**config.mk**
```make
export PLATFORM = sky130hd
export DESIGN_NAME = wb_arbiter
export DESIGN_NICKNAME = d
export VERILOG_FILES = /design/src/rtl/wb_pkg.sv /design/src/rtl/wb_arbiter.sv
export SDC_FILE = /design/constraint.sdc
export NUM_CORES = 1
export LEC_CHECK = 0
export CAP_MARGIN = 20
export CORE_AREA = 5 5 120 122
export CTS_CLUSTER_SIZE = 25
export DETAILED_ROUTE_END_ITERATION = 7
export DIE_AREA = 0 0 125 127
export REMOVE_ABC_BUFFERS = 1
export SYNTH_ARGS = -nofsm -noshare
export SYNTH_HDL_FRONTEND = slang
export SYNTH_SLANG_ARGS = --single-unit
```
**constraint.sdc**
```tcl
create_clock -name clk_i -period 3.3 [get_ports clk_i]
set_input_delay 0.66 -clock clk_i [delete_from_list [all_inputs] [get_ports clk_i]]
set_output_delay 0.66 -clock clk_i [all_outputs]
set_load 0.03 [all_outputs]
```
**src/rtl/wb_pkg.sv**
```systemverilog
// Shared Wishbone arbiter types: FSM state encoding, the per-master request bundle,
// and the default read data returned on an aborted transfer.
package wb_pkg;

    typedef enum logic [1:0] {
        ARB_IDLE  = 2'd0,
        ARB_GNT0  = 2'd1,
        ARB_GNT1  = 2'd2,
        ARB_ABORT = 2'd3
    } arb_state_e;

    typedef struct packed {
        logic [31:0] dat;
        logic [31:0] adr;
        logic [3:0]  sel;
        logic        we;
        logic        cyc;
        logic        stb;
    } wb_req_t;

    localparam logic [31:0] WB_TIMEOUT_DATA = 32'hDEAD_BEEF;

endpackage

```
**src/rtl/wb_arbiter.sv**
```systemverilog
// Round-robin two-master Wishbone arbiter with a per-transfer ack watchdog.
// Bus handshake: a master requests with cyc&stb; a beat completes on the cycle ack_o is high.
module wb_arbiter
    import wb_pkg::*;
#(
    parameter int unsigned TIMEOUT_CYCLES = 255,
    parameter logic [31:0] TIMEOUT_DATA   = WB_TIMEOUT_DATA
) (
    input  logic        clk_i,
    input  logic        rst_n,
    input  logic [31:0] m0_wb_dat_i,
    input  logic [31:0] m0_wb_adr_i,
    input  logic [3:0]  m0_wb_sel_i,
    input  logic        m0_wb_we_i,
    input  logic        m0_wb_cyc_i,
    input  logic        m0_wb_stb_i,
    output logic [31:0] m0_wb_dat_o,
    output logic        m0_wb_ack_o,
    input  logic [31:0] m1_wb_dat_i,
    input  logic [31:0] m1_wb_adr_i,
    input  logic [3:0]  m1_wb_sel_i,
    input  logic        m1_wb_we_i,
    input  logic        m1_wb_cyc_i,
    input  logic        m1_wb_stb_i,
    output logic [31:0] m1_wb_dat_o,
    output logic        m1_wb_ack_o,
    output logic [31:0] s_wb_dat_o,
    output logic [31:0] s_wb_adr_o,
    output logic [3:0]  s_wb_sel_o,
    output logic        s_wb_we_o,
    output logic        s_wb_cyc_o,
    output logic        s_wb_stb_o,
    input  logic [31:0] s_wb_dat_i,
    input  logic        s_wb_ack_i,
    output logic [1:0]  gnt_o,
    output logic        timeout_o,
    input  logic        timeout_clr_i
);

    localparam logic [7:0] WDOG_LAST = 8'(TIMEOUT_CYCLES - 1);

    arb_state_e state_q, state_d;
    logic       last_q, last_d;
    logic [7:0] wdog_q, wdog_d;
    logic       timeout_q, timeout_d;

    wb_req_t m0_req, m1_req, gnt_req;
    logic    req0, req1, gnt_m1;

    assign m0_req = '{dat: m0_wb_dat_i, adr: m0_wb_adr_i, sel: m0_wb_sel_i,
                      we: m0_wb_we_i, cyc: m0_wb_cyc_i, stb: m0_wb_stb_i};
    assign m1_req = '{dat: m1_wb_dat_i, adr: m1_wb_adr_i, sel: m1_wb_sel_i,
                      we: m1_wb_we_i, cyc: m1_wb_cyc_i, stb: m1_wb_stb_i};

    assign req0 = m0_wb_cyc_i & m0_wb_stb_i;
    assign req1 = m1_wb_cyc_i & m1_wb_stb_i;

    // last_q is updated on entry to ABORT, so during ABORT it names the aborted master.
    assign gnt_m1  = (state_q == ARB_GNT1) || ((state_q == ARB_ABORT) && last_q);
    assign gnt_req = gnt_m1 ? m1_req : m0_req;

    always_comb begin
        state_d   = state_q;
        last_d    = last_q;
        wdog_d    = '0;
        timeout_d = timeout_clr_i ? 1'b0 : timeout_q;
        case (state_q)
            ARB_IDLE: begin
                if (req0 && (!req1 || last_q)) begin
                    state_d = ARB_GNT0;
                end else if (req1) begin
                    state_d = ARB_GNT1;
                end
            end
            ARB_GNT0, ARB_GNT1: begin
                if (!gnt_req.cyc) begin
                    state_d = ARB_IDLE;
                    last_d  = (state_q == ARB_GNT1);
                end else if (gnt_req.stb && !s_wb_ack_i) begin
                    if (wdog_q == WDOG_LAST) begin
                        state_d = ARB_ABORT;
                        last_d  = (state_q == ARB_GNT1);
                    end else begin
                        wdog_d = wdog_q + 8'd1;
                    end
                end
            end
            ARB_ABORT: begin
                state_d   = ARB_IDLE;
                timeout_d = 1'b1;
            end
            default: state_d = ARB_IDLE;
        endcase
    end

    always_comb begin
        s_wb_dat_o  = '0;
        s_wb_adr_o  = '0;
        s_wb_sel_o  = '0;
        s_wb_we_o   = 1'b0;
        s_wb_cyc_o  = 1'b0;
        s_wb_stb_o  = 1'b0;
        m0_wb_dat_o = '0;
        m0_wb_ack_o = 1'b0;
        m1_wb_dat_o = '0;
        m1_wb_ack_o = 1'b0;
        gnt_o       = 2'b00;
        case (state_q)
            ARB_GNT0, ARB_GNT1: begin
                s_wb_dat_o = gnt_req.dat;
                s_wb_adr_o = gnt_req.adr;
                s_wb_sel_o = gnt_req.sel;
                s_wb_we_o  = gnt_req.we;
                s_wb_cyc_o = gnt_req.cyc;
                s_wb_stb_o = gnt_req.stb;
                gnt_o      = gnt_m1 ? 2'b10 : 2'b01;
                if (gnt_m1) begin
                    m1_wb_dat_o = s_wb_dat_i;
                    m1_wb_ack_o = s_wb_ack_i;
                end else begin
                    m0_wb_dat_o = s_wb_dat_i;
                    m0_wb_ack_o = s_wb_ack_i;
                end
            end
            ARB_ABORT: begin
                gnt_o = gnt_m1 ? 2'b10 : 2'b01;
                if (gnt_m1) begin
                    m1_wb_dat_o = TIMEOUT_DATA;
                    m1_wb_ack_o = 1'b1;
                end else begin
                    m0_wb_dat_o = TIMEOUT_DATA;
                    m0_wb_ack_o = 1'b1;
                end
            end
            default: ;
        endcase
    end

    assign timeout_o = timeout_q;

    always_ff @(posedge clk_i or negedge rst_n) begin
        if (!rst_n) begin
            state_q   <= ARB_IDLE;
            last_q    <= 1'b1;
            wdog_q    <= '0;
            timeout_q <= 1'b0;
        end else begin
            state_q   <= state_d;
            last_q    <= last_d;
            wdog_q    <= wdog_d;
            timeout_q <= timeout_d;
        end
    end

endmodule

```
[After elaboration in Yosys (flattened, before gate mapping)]
Index checks and enable logic that the tools add are counted.
Word-level totals
  memories: 0
  bits in writable memories: 0
  input bits: 178
  logic and storage cells: 65
  flip-flop bits (word level): 12
  bits in read-only memories: 0
  bits in latches: 0
  output and inout port bits: 140
Operators by class
  eq/ne operators: 9
  bitwise gates (word level): 2
  div/mod/pow operators: 0
  shift operators: 0
  $add $sub $neg: 1
  multiply operators: 0
  reductions and logical operators: 13
  magnitude comparators: 0
  multiplexer cells: 36
Operators with widths (number)
  two-way mux 32 bit: 6
  case mux 32 bit (2 select lines): 2
  two-way mux 71 bit: 1
  two-way mux 8 bit: 4
  two-way mux 2 bit: 7
  two-way mux 1 bit: 12
  inequality test 3 bit, second input constant: 3
  adder 8 x 1 -> 8 bit, second input constant: 1
  == test 8 bit, second input constant: 1
  case mux 2 bit (3 select lines): 1
  AND reduction 3 bit: 2
  == test 2 bit, second input constant: 2
  two-way mux 4 bit: 1
  inequality test 2 x 1 -> 1 bit, second input constant: 2
  case mux 1 bit (2 select lines): 2
  logical AND 1 bit: 3
  OR reduction 3 bit: 1
  AND 1 bit: 2
  == test 2 x 1 -> 1 bit, second input constant: 1
  logical NOT 1 bit: 2
  logical NOT 2 bit: 1
  logical OR 1 bit: 2
  nonzero test 2 bit: 1
  OR reduction 2 bit: 1

[Longest topological paths before layout]
  depth in word-level cells: 8
  mapped depth: 9
  gate-level depth less buffers: 8

[Worst setup path before layout]
OpenSTA, ideal clock, no wires.
  kind: reg2out
  start point: register state_q[0]
  end point: output port s_wb_adr_o[30]
  data required time: 2.640 ns
  arrival time: 2.169 ns
  stages on the path, launching flop included: 8
  slack: 0.471 ns
  cell sequence: dfrtp_1 > ha_1 > clkbuf_1 > a21oi_2 > buf_2 > buf_2 > nand2_1 > a21boi_0
Between the ends
  cells in the longest elaborated chain, start to end: 5
Ends and longest elaborated chain
  start: declaration: line wb_arbiter.sv:42  | arb_state_e state_q, state_d;
  start signal: assignment: line wb_arbiter.sv:148  | state_q <= state_d;
  == test 2 bit: line wb_arbiter.sv:59  | assign gnt_m1 = (state_q == ARB_GNT1) || ((state_q == ARB_ABORT) && last_q);
  logical AND 1 bit: line wb_arbiter.sv:59
  logical OR 1 bit: line wb_arbiter.sv:59
  two-way mux 71 bit: line wb_arbiter.sv:60  | assign gnt_req = gnt_m1 ? m1_req : m0_req;
  two-way mux 32 bit *: line wb_arbiter.sv:108  | case (state_q)
  end: declaration: line wb_arbiter.sv:28  | output logic [31:0] s_wb_adr_o,
Mark *: on every way between the ends. The rest lies on a longest branch, timed or not.

[Final worst setup path]
  start point: register state_q[0]
  end point: output port m0_wb_dat_o[27]
Between the ends
  cells in the longest elaborated chain, start to end: 5
Ends and longest elaborated chain
  == test 2 bit: line wb_arbiter.sv:59, wb_arbiter.sv:108
  logical AND 1 bit: line wb_arbiter.sv:59
  logical OR 1 bit: line wb_arbiter.sv:59
  two-way mux 32 bit, on equally long branches: line wb_arbiter.sv:127, wb_arbiter.sv:117
  case mux 32 bit (2 select lines) *: line wb_arbiter.sv:108
  end: declaration: line wb_arbiter.sv:17  | output logic [31:0] m0_wb_dat_o,
Marks and branches as above.

==> metrics.txt <==
status completed; endpoints failing setup 0; routed vias/inst around 4.4; HP Class register to register; CP Capture Type primary output; TritonCTS clock tree built; Die Area 15900 um2; total CTS buffers 3; internal reg-to-reg setup slack 1040 ps; Mapped Cells 415; slowest cell delay on critical path 620 ps; first-pass GRT wire length 23400 um; hold depth 1; # rows 42; hold path start timeout_o$_DFFE_PN0P_; crit-path cells inv_1 -> ha_1 -> a21oi_4 -> nand2b_1 -> nor2_1 -> buf_4; H-tree depth reported by CTS 1; R2R Path Start state_q[0]$_DFFE_PN0P_; largest net degree at the start of global routing 58; top-count cell post-synth nand2_1; Routed Antenna Nets 0; register area share after synthesis around an eighth; count of final hold-check violations 0; First-pass DRT Iterations 5; clock power share 3.6%; Synth top area share 24.2%; Port Buffers 317; post-route clock skew 5.32 ps; P_leak 2.58 nW; IO Pins roughly 320; Reg clk slew, reported paths 50 ps; crit path launch state_q[0]$_DFFE_PN0P_; setup TNS 0 ps; Reg2Reg Depth 7; Routed met3 length 847 um; initial antenna violation count 0; Routed wire per std cell 17.7 um; critical path class register to primary output; Switching Fraction 58.4%; relative slew slack 28.8%; CP required 2640 ps; Worst Path Arrival 2370 ps; final WL 15600 um; Die Span Y 127 um; post-CTS resize count 0; Peak Freq 331 MHz; Cell Area, Synth 2310 um2; hold endpoint timeout_o$_DFFE_PN0P_; Yosys cell types 30; Die Width 125 um; total gr overflow 0; core box area 13100 um2; met2 WL post-DR 8070 um; DRT iter0 DRCs 176; terminus of the critical flop-to-flop path state_q[0]$_DFFE_PN0P_; Post-CTS Setup Inserts 0; combinational share of power between 90 and 100%; Skew-Pair Late Insertion Delay 250 ps; Clock Tree Buf Depth 2; clk sinks 12; Final period util 91.7%; Avg Cell Area, Syn roughly 5.6 um2; max-slew violation count 0; Worst setup SP type register; FFs w/ async S/R, synth between 90% and 100%; Final Net Count 895; Metal-1 WL 6310 um; critical path's top delay family simple AND/OR/NAND/NOR gates; Initial Util approximately 18%; gr usage total 18.3%; RSZ-0062 raised after global routing false; post-cts hold buffer count 0; vias in the first global route 3934; Final HPWL DP 12800 um; hold_ws just under 500 ps; max-capacitance violation count 0; worst-margin pin slew 1070 ps; CP max stage cell nand2b_1; Bufs and invs on worst path 2; commonest cells in the netlist nand2_1 (149), nor2_1 (75), a21boi_0 (69), a21oi_1 (25), clkbuf_1 (24); Pwr Density approximately 1200 nW/um2; GP Congestion 0.914; area grow syn2layout 147%; Post-synth EDFFs 0; min Tclk post-route 3030 ps; Residual DRC 0; synthesized flop and latch total 12; ant diodes 0; VDD IR-drop max 796 uV; fraction of layout instances using a drive strength above 1 between 20% and 30%; crit-path max FO 26; Sw Pwr 4.03 mW; ys flop type dfrtp_1; Yosys top cell by area nand2_1; uppermost routed layer met4; Via Count 3938; Warnings, synthesis 0; sequential power share around 3.1%; internal power 2.87 mW; clk root buf clkbuf_16; Synth area leaders nand2_1 (24%), a21boi_0 (22%), nor2_1 (12%); Final Util 43.5%
[power groups by stage]
stage	combinational [mW]	clock [mW]	sequential, mW
after floorplan	3.55	0	0.215
after global placement	6.48	0	0.210
after detailed placement	6.49	0	0.211
after CTS	6.51	0.255	0.210
after global routing	6.80	0.262	0.216
final	6.44	0.251	0.211
[how the worst max path moves through the flow]
stage          cells after the start  slack (ps)         endpoint
2_1_floorplan                      4       -1490      m0_wb_ack_o
3_3_place_gp                       7         600   s_wb_dat_o[30]
3_5_place_dp                       6         540  m0_wb_dat_o[27]
4_1_cts                            6         270  m0_wb_dat_o[27]
5_1_grt                            6          80  m0_wb_dat_o[28]
6_report                           6         270  m0_wb_dat_o[27]
[final cells by class]
cell class	count	area [um2]
Tap cell	176	220
Sequential cell	12	302
Clock buffer	4	88.8
Inverter	6	22.5
Timing Repair Buffer	328	3220
Fill cell	1350	7390
Multi-Input combinational cell	360	1840
[stage by stage]
stage	setup slack, ps	power [mW]	instance area, um2	instances
floorplan	-1490	3.76	2150	378
global placement	602	6.69	5610	882
detailed placement	541	6.70	5610	882
CTS	273	6.98	5700	886
global route	77.2	7.28	5700	886
finish	274	6.90	5700	886
[registers in the layout, summed over array words and instances, names as in the netlist]
register / count
last_q: 1
state_q: 2
timeout_o: 1
wdog_q: 8
[cells in the final DEF (no fill, tap or decap), types with 2 or more instances in the layout]
cell type,instances
nand2_1,149
nand3_1,5
ha_1,5
mux2i_1,3
a21oi_1,25
nor2b_1,2
o21ai_0,3
nand2b_1,3
buf_4,124
clkbuf_16,3
xor2_1,5
clkdlybuf4s50_1,179
a21boi_0,69
inv_1,6
mux2_2,2
nor2_1,75
buf_12,25
dfrtp_1,11
nand4_1,2
[routing by layer]
layer / GRT usage (%) / vias up
met3: 3.01 / 25
li1: - / 1929
met5: 0 / -
met4: 4.72 / 0
met2: 33.7 / 169
met1: 22.0 / 1815
[logic make-up (layout without fill, tap and decap cells)]
| kind of cell | after synthesis | in the layout | share of synthesized area, % |
|---|---|---|---|
| AND/OR/NAND/NOR | 240 | 240 | 40.9 |
| AO/OA/AOI/OAI | 103 | 103 | 30.5 |
| buffers and inverters | 43 | 338 | 7.70 |
| flip-flops | 12 | 12 | 13.1 |
| adder cells (fa/ha/maj) | 6 | 6 | 3.25 |
| XOR/XNOR | 6 | 6 | 2.28 |
| multiplexers | 5 | 5 | 2.28 |
Note: power is estimated with default switching activity, not from simulation.
